<file path="src/rtl/program_loader_if.sv">
// Stream-in handshake and program-memory write port of the program loader.
interface program_loader_if #(
    parameter int ADDR_WIDTH = 8,
    parameter int DATA_WIDTH = 8
) ();
    logic                  in_valid;
    logic [DATA_WIDTH-1:0] in_data;
    logic                  in_ready;
    logic [ADDR_WIDTH-1:0] mem_addr;
    logic [DATA_WIDTH-1:0] mem_data;
    logic                  mem_write;

    // Producer / memory side.
    modport master (
        output in_valid, in_data,
        input  in_ready, mem_addr, mem_data, mem_write
    );

    // Loader side.
    modport slave (
        input  in_valid, in_data,
        output in_ready, mem_addr, mem_data, mem_write
    );
endinterface

</file>
<file path="src/rtl/program_loader.sv">
// Loads a length-prefixed, XOR-checksummed image into program memory and
// holds the control unit in reset until the image has been verified.
module program_loader #(
    parameter int ADDR_WIDTH = 8,
    parameter int DATA_WIDTH = 8
) (
    input  logic                  clock,
    input  logic                  reset,
    input  logic                  start,
    program_loader_if.slave       bus,
    output logic                  cpu_reset_n,
    output logic                  busy,
    output logic                  done,
    output logic                  error
);
    typedef enum logic [2:0] {
        S_IDLE,
        S_LEN,
        S_DATA,
        S_CHECK,
        S_RUN,
        S_ERR
    } state_t;

    state_t                state_q, state_d;
    logic [ADDR_WIDTH-1:0] count_q, count_d;
    logic [ADDR_WIDTH-1:0] remaining_q, remaining_d;
    logic [DATA_WIDTH-1:0] xor_q, xor_d;
    logic [ADDR_WIDTH-1:0] mem_addr_q, mem_addr_d;
    logic [DATA_WIDTH-1:0] mem_data_q, mem_data_d;
    logic                  mem_write_q, mem_write_d;
    logic                  in_ready_q, in_ready_d;
    logic                  busy_q, busy_d;
    logic                  done_q, done_d;
    logic                  error_q, error_d;
    logic                  cpu_reset_n_q, cpu_reset_n_d;
    logic                  xfer;
    logic [ADDR_WIDTH-1:0] len_byte;

    assign xfer     = bus.in_valid && in_ready_q;
    assign len_byte = ADDR_WIDTH'(bus.in_data);

    // Next-state, datapath and output decode; outputs follow the next state
    // so every status line comes straight from a flop.
    always_comb begin
        state_d     = state_q;
        count_d     = count_q;
        remaining_d = remaining_q;
        xor_d       = xor_q;
        mem_addr_d  = mem_addr_q;
        mem_data_d  = mem_data_q;
        mem_write_d = 1'b0;

        unique case (state_q)
            S_IDLE: begin
                if (start) state_d = S_LEN;
            end
            S_LEN: begin
                if (xfer) begin
                    if (len_byte == '0) begin
                        state_d = S_ERR;
                    end else begin
                        state_d     = S_DATA;
                        count_d     = '0;
                        remaining_d = len_byte;
                        xor_d       = '0;
                    end
                end
            end
            S_DATA: begin
                if (xfer) begin
                    mem_addr_d  = count_q;
                    mem_data_d  = bus.in_data;
                    mem_write_d = 1'b1;
                    count_d     = count_q + ADDR_WIDTH'(1);
                    remaining_d = remaining_q - ADDR_WIDTH'(1);
                    xor_d       = xor_q ^ bus.in_data;
                    if (remaining_q == ADDR_WIDTH'(1)) state_d = S_CHECK;
                end
            end
            S_CHECK: begin
                if (xfer) state_d = (bus.in_data == xor_q) ? S_RUN : S_ERR;
            end
            S_RUN, S_ERR: begin
                if (start) state_d = S_LEN;
            end
            default: state_d = S_IDLE;
        endcase

        in_ready_d    = (state_d == S_LEN) || (state_d == S_DATA) || (state_d == S_CHECK);
        busy_d        = in_ready_d;
        done_d        = (state_d == S_RUN);
        cpu_reset_n_d = (state_d == S_RUN);
        error_d       = (state_d == S_ERR);
    end

    // State and registered outputs; reset drops any pending write and holds the CPU.
    always_ff @(posedge clock) begin
        if (reset) begin
            state_q       <= S_IDLE;
            count_q       <= '0;
            remaining_q   <= '0;
            xor_q         <= '0;
            mem_addr_q    <= '0;
            mem_data_q    <= '0;
            mem_write_q   <= 1'b0;
            in_ready_q    <= 1'b0;
            busy_q        <= 1'b0;
            done_q        <= 1'b0;
            error_q       <= 1'b0;
            cpu_reset_n_q <= 1'b0;
        end else begin
            state_q       <= state_d;
            count_q       <= count_d;
            remaining_q   <= remaining_d;
            xor_q         <= xor_d;
            mem_addr_q    <= mem_addr_d;
            mem_data_q    <= mem_data_d;
            mem_write_q   <= mem_write_d;
            in_ready_q    <= in_ready_d;
            busy_q        <= busy_d;
            done_q        <= done_d;
            error_q       <= error_d;
            cpu_reset_n_q <= cpu_reset_n_d;
        end
    end

    assign bus.in_ready  = in_ready_q;
    assign bus.mem_addr  = mem_addr_q;
    assign bus.mem_data  = mem_data_q;
    assign bus.mem_write = mem_write_q;
    assign cpu_reset_n   = cpu_reset_n_q;
    assign busy          = busy_q;
    assign done          = done_q;
    assign error         = error_q;
endmodule
</file>
<file path="src/flat_wrapper.sv">
// flat-port wrapper written by rule: the top's interface ports become plain ports
module program_loader_flat 
#(
    parameter int ADDR_WIDTH = 8,
    parameter int DATA_WIDTH = 8
)
  (clock, reset, start, cpu_reset_n, busy, done, error, bus_in_valid, bus_in_data, bus_in_ready, bus_mem_addr, bus_mem_data, bus_mem_write);
  program_loader_if #(.ADDR_WIDTH(ADDR_WIDTH), .DATA_WIDTH(DATA_WIDTH)) bus_i ();
  input  logic clock;
  input  logic reset;
  input  logic start;
  output logic cpu_reset_n;
  output logic busy;
  output logic done;
  output logic error;
  input wire logic [$bits(bus_i.in_valid)-1:0] bus_in_valid;
  input wire logic [$bits(bus_i.in_data)-1:0] bus_in_data;
  output wire logic [$bits(bus_i.in_ready)-1:0] bus_in_ready;
  output wire logic [$bits(bus_i.mem_addr)-1:0] bus_mem_addr;
  output wire logic [$bits(bus_i.mem_data)-1:0] bus_mem_data;
  output wire logic [$bits(bus_i.mem_write)-1:0] bus_mem_write;
  assign bus_i.in_valid = bus_in_valid;
  assign bus_i.in_data = bus_in_data;
  assign bus_in_ready = bus_i.in_ready;
  assign bus_mem_addr = bus_i.mem_addr;
  assign bus_mem_data = bus_i.mem_data;
  assign bus_mem_write = bus_i.mem_write;
  program_loader #(.ADDR_WIDTH(ADDR_WIDTH), .DATA_WIDTH(DATA_WIDTH)) u_core (.clock(clock), .reset(reset), .start(start), .bus(bus_i), .cpu_reset_n(cpu_reset_n), .busy(busy), .done(done), .error(error));
endmodule
</file>
<file path="config.mk">
export PLATFORM = sky130hd
export DESIGN_NAME = program_loader_flat
export DESIGN_NICKNAME = d
export VERILOG_FILES = /design/src/rtl/program_loader_if.sv /design/src/rtl/program_loader.sv /design/src/flat_wrapper.sv
export SDC_FILE = /design/constraint.sdc
export NUM_CORES = 1
export LEC_CHECK = 0
export ABC_AREA = 1
export CORE_MARGIN = 2
export CORE_UTILIZATION = 66
export CTS_BUF_LIST = sky130_fd_sc_hd__clkbuf_16
export CTS_CLUSTER_DIAMETER = 60
export DETAILED_ROUTE_END_ITERATION = 8
export DONT_BUFFER_PORTS = 1
export PLACE_DENSITY_LB_ADDON = 0.2
export RECOVER_POWER = 25
export SKIP_CTS_REPAIR_TIMING = 1
export SLEW_MARGIN = 20
export SYNTH_ARGS = -nofsm -noshare
export SYNTH_HDL_FRONTEND = slang
export SYNTH_SLANG_ARGS = --single-unit
</file>
<file path="constraint.sdc">
create_clock -name clock -period 3.1 [get_ports clock]
set_clock_uncertainty 0.05 [all_clocks]
set_input_delay 0.62 -clock clock [delete_from_list [all_inputs] [get_ports clock]]
set_output_delay 0.62 -clock clock [all_outputs]
set_load 0.05 [all_outputs]
</file>
== Yosys cells after proc, flatten, opt, wreduce, memory -nomap -nowiden ==
Index checks and enable logic that the tools add are counted.
Cells by class
  add/subtract/negate cells: 2
  equal/unequal tests: 15
  multiplexer cells: 19
  bitwise gates (word level): 2
  reduce and logical (&&, ||, !) cells: 10
Operators with widths (number)
  2-to-1 mux 8 bit: 7
  case mux 8 bit (2 select lines): 3
  2-to-1 mux 3 bit: 6
  equality test 3 x 2 -> 1 bit, second input constant: 4
  equality test 3 bit, second input constant: 4
  case mux 3 bit (4 select lines): 1
  adder 8 x 1 -> 8 bit, second input constant: 1
  equality test 8 x 1 -> 1 bit, second input constant: 1
  equality test 8 bit: 1
  zero test 8 bit: 1
  subtractor 8 x 1 -> 8 bit, second input constant: 1
  bitwise XOR 8 bit: 1
  equality test 3 x 1 -> 1 bit, second input constant: 2
  inequality test 2 x 1 -> 1 bit, second input constant: 2
  AND reduction 4 bit: 1
  zero test 3 bit: 1
  OR reduction 3 bit: 1
  logical OR 1 bit: 2
  2-to-1 mux 1 bit: 2
  inequality test 2 bit, second input constant: 1
  AND reduction 2 bit: 1
  nonzero test 2 bit: 1
  OR reduction 2 bit: 1
  logical AND 1 bit: 1
  inverter 1 bit: 1
Word-level totals
  register bits: 47
  word-level logic and storage cells: 58

== Depth between registers and ports, before layout ==
  depth in word-level cells: 7
  depth in mapped cells: 12
  gate-level depth less buffers: 12

== Worst setup path before layout ==
OpenSTA, ideal clock, no wires.
  path kind: input to register
  from: input bus_in_data[4]
  to: register u_core.count_q[3]
  arrival time: 1.533 ns
  required time: 2.935 ns
  path slack: 1.402 ns
  cell stages on the path: 10
  buffers on the path: 2
  cells stage by stage: inv_1 > nand3_1 > nor2_1 > nor2_1 > nand2_2 > nand2_2 > buf_6 > buf_6 > a21oi_1 > nor2_1
On the way
  word-level cells in the longest chain between the ends: 3
RTL lines
  from (decl): line flat_wrapper.sv:17  | input wire logic [$bits(bus_i.in_data)-1:0] bus_in_data;
  zero test 8 bit: line program_loader.sv:60  | if (len_byte == '0) begin
  inequality test 2 bit (no source line)
  AND reduction 4 bit (no source line)
  to (signal assigned): line program_loader.sv:114  | count_q <= count_d;
  to (decl): line program_loader.sv:26  | logic [ADDR_WIDTH-1:0] count_q, count_d;
Every way passes these cells.
A chain may end at the register's enable or synchronous reset.

== Final worst setup path ==
  from: register u_core.state_q[1]
  to: register u_core.count_q[1]
On the way
  word-level cells in the longest chain between the ends: 3
RTL lines
  from (decl): line program_loader.sv:25  | state_t state_q, state_d;
  from (signal assigned): line program_loader.sv:113  | state_q <= state_d;
  equality test 3 x 2 -> 1 bit or equality test 3 x 1 -> 1 bit (tied branches): line program_loader.sv:54  | unique case (state_q)
  inequality test 2 x 1 -> 1 bit (no source line), or another cell as far along
  AND reduction 4 bit (no source line)
Several ways; a longest one is shown, not always the timed one.

==> flow_results.xml <==
<?xml version="1.0" encoding="UTF-8"?>
<metrics>
  <group name="timing">
    <metric name="report.final.hold_viol_count" unit="">0</metric>
    <metric name="setup-violations-final" unit="">0</metric>
    <metric name="fin_setup_tns" unit="ns">0</metric>
    <metric name="fin_crit" unit="ns">2.21</metric>
    <metric name="max_clock_freq" unit="GHz">0.453</metric>
    <metric name="max_slew_margin_vs_limit" unit="%">22.9</metric>
    <metric name="timing.final.max_slew_violations" unit="">0</metric>
    <metric name="rsz0062_at_grt" unit="">false</metric>
    <metric name="worst_slew_pin_slew" unit="ns">1.16</metric>
    <metric name="fin_crit_sh" unit="%">71.3</metric>
  </group>
  <group name="setup_path">
    <metric name="critPathRequiredTime" unit="ns">3.22</metric>
    <metric name="worst_r2r_path_depth" unit="">8</metric>
    <metric name="worstPathCellList" unit="">inv_2 -&gt; nor3_4 -&gt; buf_4 -&gt; nand2_2 -&gt; nand2_2 -&gt; inv_2 -&gt; a21oi_1 -&gt; nor2_1</metric>
    <metric name="timing.rr.start" unit="">u_core.state_q[1]</metric>
    <metric name="cp_slowest_cell" unit="">sky130_fd_sc_hd__nand2_2</metric>
    <metric name="crit_fanout" unit="">38</metric>
    <metric name="worstSetupPathDepth" unit="">8</metric>
    <metric name="cp-start-kind" unit="">flip-flop</metric>
    <metric name="critical_path.reg2reg.endpoint" unit="">u_core.count_q[1]</metric>
    <metric name="family_with_the_most_delay_on_the_worst_path" unit="">simple AND/OR/NAND/NOR gates</metric>
    <metric name="reg2reg_slack" unit="ns">0.89</metric>
    <metric name="worst-endpoint-arrival" unit="ns">2.33</metric>
    <metric name="worst-setup-path-type" unit="">reg -&gt; reg</metric>
    <metric name="worstPathBufferInverterCount" unit="">3</metric>
    <metric name="critPathCaptureType" unit="">flip-flop</metric>
    <metric name="timing.critical_path.slowest_cell_delay" unit="ns">0.52</metric>
  </group>
  <group name="place">
    <metric name="placement.io_buffers" unit="">0</metric>
    <metric name="globalplace.congestion" unit="">0.818</metric>
    <metric name="dpl_cell_area" unit="µm²">2290</metric>
    <metric name="place.detailed.hpwl" unit="mm">3.18</metric>
    <metric name="place.detailed.instances" unit="">373</metric>
  </group>
  <group name="floorplanning">
    <metric name="io_pins" unit="">34</metric>
    <metric name="floorplan.initialDensity" unit="%">69.0</metric>
    <metric name="fp.dieArea" unit="µm²">4010</metric>
    <metric name="die_width" unit="µm">63.3</metric>
    <metric name="core_area" unit="µm²">3360</metric>
    <metric name="fp-row-count" unit="">21</metric>
    <metric name="chipHeight" unit="µm">63.3</metric>
  </group>
  <group name="global_routing">
    <metric name="vias_in_the_first_global_route" unit="">1986</metric>
    <metric name="grtUsageTotal" unit="%">26.3</metric>
    <metric name="grt_overflow_total" unit="">0</metric>
    <metric name="grt_start_max_net_pins" unit="">39</metric>
    <metric name="global_route_wire_length_before_repair" unit="mm">8.48</metric>
    <metric name="antenna_found_initial" unit="">0</metric>
  </group>
  <group name="cells_and_area">
    <metric name="final_common_cell" unit="">sky130_fd_sc_hd__nand2_1</metric>
    <metric name="n_fill_cell" unit="">300</metric>
    <metric name="finish.cell_count_without_fillers" unit="">379</metric>
    <metric name="layout-drive-gt1-share" unit="%">6.31</metric>
    <metric name="final_cell_mix" unit="">sky130_fd_sc_hd__nand2_1, sky130_fd_sc_hd__nor2_1, sky130_fd_sc_hd__dfxtp_1</metric>
    <metric name="design.final.nets" unit="">349</metric>
    <metric name="areaGrowthSynthToFinish" unit="%">4.26</metric>
    <metric name="n_antenna_cell" unit="">0</metric>
    <metric name="postLayoutCellArea" unit="µm²">2420</metric>
  </group>
  <group name="routing">
    <metric name="wl_per_cell" unit="µm">12.2</metric>
    <metric name="drt-vias-per-instance" unit="">5.51</metric>
    <metric name="antenna_left" unit="">0</metric>
    <metric name="drt_first_iter_violations" unit="">200</metric>
    <metric name="num_vias" unit="">2089</metric>
    <metric name="totalWireLength" unit="mm">4.62</metric>
    <metric name="detail_route.drc_violations" unit="">0</metric>
    <metric name="drt_pass1_iterations" unit="">4</metric>
  </group>
  <group name="yosys">
    <metric name="post_synthesis_cell_type_count" unit="">29</metric>
    <metric name="synthCells" unit="">340</metric>
    <metric name="syn_area" unit="µm²">2320</metric>
    <metric name="avgSynthCellArea" unit="µm²">6.83</metric>
    <metric name="synth_top_cells_by_area" unit="">sky130_fd_sc_hd__dfxtp_1, sky130_fd_sc_hd__nand2_1, sky130_fd_sc_hd__nor2_1</metric>
    <metric name="mappedNetlistNets" unit="">355</metric>
    <metric name="synth_enable_flop_cells" unit="">0</metric>
    <metric name="yosysTopAreaCellShare" unit="%">40.5</metric>
    <metric name="synth_sequential_area_ratio" unit="%">40.5</metric>
    <metric name="yosysTopAreaCell" unit="">sky130_fd_sc_hd__dfxtp_1</metric>
    <metric name="synth_ff_type" unit="">sky130_fd_sc_hd__dfxtp_1</metric>
    <metric name="yosys_warnings" unit="">0</metric>
    <metric name="asyncSetResetFlopFracSynth" unit="%">0</metric>
    <metric name="postSynthRegisterBits" unit="">47</metric>
  </group>
  <group name="min_path">
    <metric name="worstHoldStart" unit="">reset</metric>
    <metric name="hold_path_end" unit="">u_core.remaining_q[4]</metric>
    <metric name="hold_class" unit="">in -&gt; reg</metric>
    <metric name="hold-path-cell-count" unit="">1</metric>
  </group>
  <group name="clock_network">
    <metric name="clk_pin_slew" unit="ns">0.06</metric>
    <metric name="cts_root_buf" unit="">sky130_fd_sc_hd__clkbuf_16</metric>
    <metric name="htree_num_levels" unit="">2</metric>
    <metric name="clock-sinks" unit="">47</metric>
    <metric name="clock_tree.buffer_depth" unit="">2</metric>
    <metric name="cts_buf_count" unit="">5</metric>
    <metric name="cts_tree" unit="">yes</metric>
    <metric name="worst_skew_pair.late_latency" unit="ns">0.28</metric>
  </group>
  <group name="outcome">
    <metric name="outcome" unit="">complete, no violations</metric>
  </group>
  <group name="power_and_ir_drop">
    <metric name="cellLeakagePower" unit="nW">1.03</metric>
    <metric name="swShare" unit="%">28.1</metric>
    <metric name="p_int" unit="mW">0.982</metric>
    <metric name="sequentialPowerShare" unit="%">49.9</metric>
    <metric name="ir_drop" unit="mV">0.356</metric>
    <metric name="share_comb_of_total_power" unit="%">14.9</metric>
    <metric name="powerDensity" unit="nW/µm²">564</metric>
    <metric name="clock_power_share" unit="%">35.2</metric>
    <metric name="switching_power" unit="mW">0.383</metric>
  </group>
  <group name="flow_run">
    <metric name="number_of_maximum_capacitance_violations" unit="">0</metric>
  </group>
</metrics>
-- registers in the layout, indices dropped and copies added (netlist names) --
register and flops:
u_core.state_q 3, u_core.done 1, u_core.bus.mem_write 1, u_core.bus.in_ready 1
u_core.xor_q 8, u_core.bus.mem_addr 8, u_core.bus.mem_data 8, u_core.count_q 8
u_core.remaining_q 8, u_core.error 1
-- how the worst max path moves through the flow --
| stage | slack (ns) | to | from |
|---|---|---|---|
| finish | 0.89 | u_core.count_q[1] | u_core.state_q[1] |
| floorplan | 1.40 | u_core.count_q[3] | bus_in_data[4] |
| global placement | 0.91 | u_core.count_q[7] | bus_in_data[4] |
| CTS | 0.89 | u_core.count_q[1] | u_core.state_q[1] |
| global route | 0.63 | u_core.count_q[1] | u_core.state_q[1] |
| detailed placement | 0.81 | u_core.count_q[7] | bus_in_data[4] |
-- layout make-up --
| class | instances | area, µm² | area share (%) |
|---|---|---|---|
| sequential | 47 | 941 | 38.9 |
| timing repair buffer | 2 | 11.3 | 0.465 |
| inverter | 37 | 140 | 5.79 |
| tap | 46 | 57.6 | 2.38 |
| clock buffer | 5 | 125 | 5.17 |
| clock inverter | 1 | 3.75 | 0.155 |
| multi-input combinational | 241 | 1140 | 47.2 |
-- metrics by stage --
| step | hold WS (ns) | power (mW) | setup slack, ns | utilization, % |
|---|---|---|---|---|
| 6_report | 0.344 | 1.36 | 0.891 | 71.9 |
| 2_1_floorplan | 0.402 | 0.868 | 1.40 | - |
| 4_1_cts | 0.339 | 1.38 | 0.894 | 72.1 |
| 5_1_grt | 0.339 | 1.44 | 0.634 | 71.9 |
| 3_3_place_gp | 0.420 | 0.893 | 0.911 | 68.2 |
| 3_5_place_dp | 0.429 | 0.898 | 0.806 | 68.2 |
-- cell usage after synthesis (4+ instances only) --
library cell,instances
sky130_fd_sc_hd__a21oi_1,28
sky130_fd_sc_hd__dfxtp_1,47
sky130_fd_sc_hd__buf_2,4
sky130_fd_sc_hd__o21ai_1,7
sky130_fd_sc_hd__o21ai_0,34
sky130_fd_sc_hd__buf_6,4
sky130_fd_sc_hd__a21oi_2,5
sky130_fd_sc_hd__nor2_1,53
sky130_fd_sc_hd__inv_1,32
sky130_fd_sc_hd__nand2_1,68
sky130_fd_sc_hd__inv_2,4
sky130_fd_sc_hd__clkbuf_1,4
sky130_fd_sc_hd__nand3_1,24
-- cells by family after synthesis --
logic type | after synthesis | share of synthesized area [%]
buf+inv | 52 | 10.3
xor+xnor | 2 | 0.755
flops | 47 | 40.5
fa+ha+maj | 3 | 1.62
compound gates | 79 | 18.4
simple gates | 157 | 28.4
-- power groups by stage --
stage	clock [mW]	combinational [mW]	sequential [mW]
CTS	0.495	0.204	0.681
detailed placement	0	0.204	0.694
floorplan	0	0.171	0.697
global placement	0	0.200	0.693
finish	0.480	0.203	0.681
global route	0.514	0.235	0.686
-- layer usage --
layer	track usage, %	share of wire, %	wire length, µm	up-vias
li1	-	-	-	1082
met1	32.0	46	2140	926
met2	45.2	45	2100	72
met3	7.14	6.7	311	9
met5	0	0	0	-
met4	8.15	1.5	71	0
-- worst reg2reg max path, delay by kind of cell, from the launching register on --
family | cells | cell delay, ns
buffers and inverters | 3 | 0.59
AND/OR/NAND/NOR | 4 | 0.87
flip-flops | 1 | 0.42
AO/OA/AOI/OAI | 1 | 0.17
No activity file was read; power rests on OpenSTA's default activity.
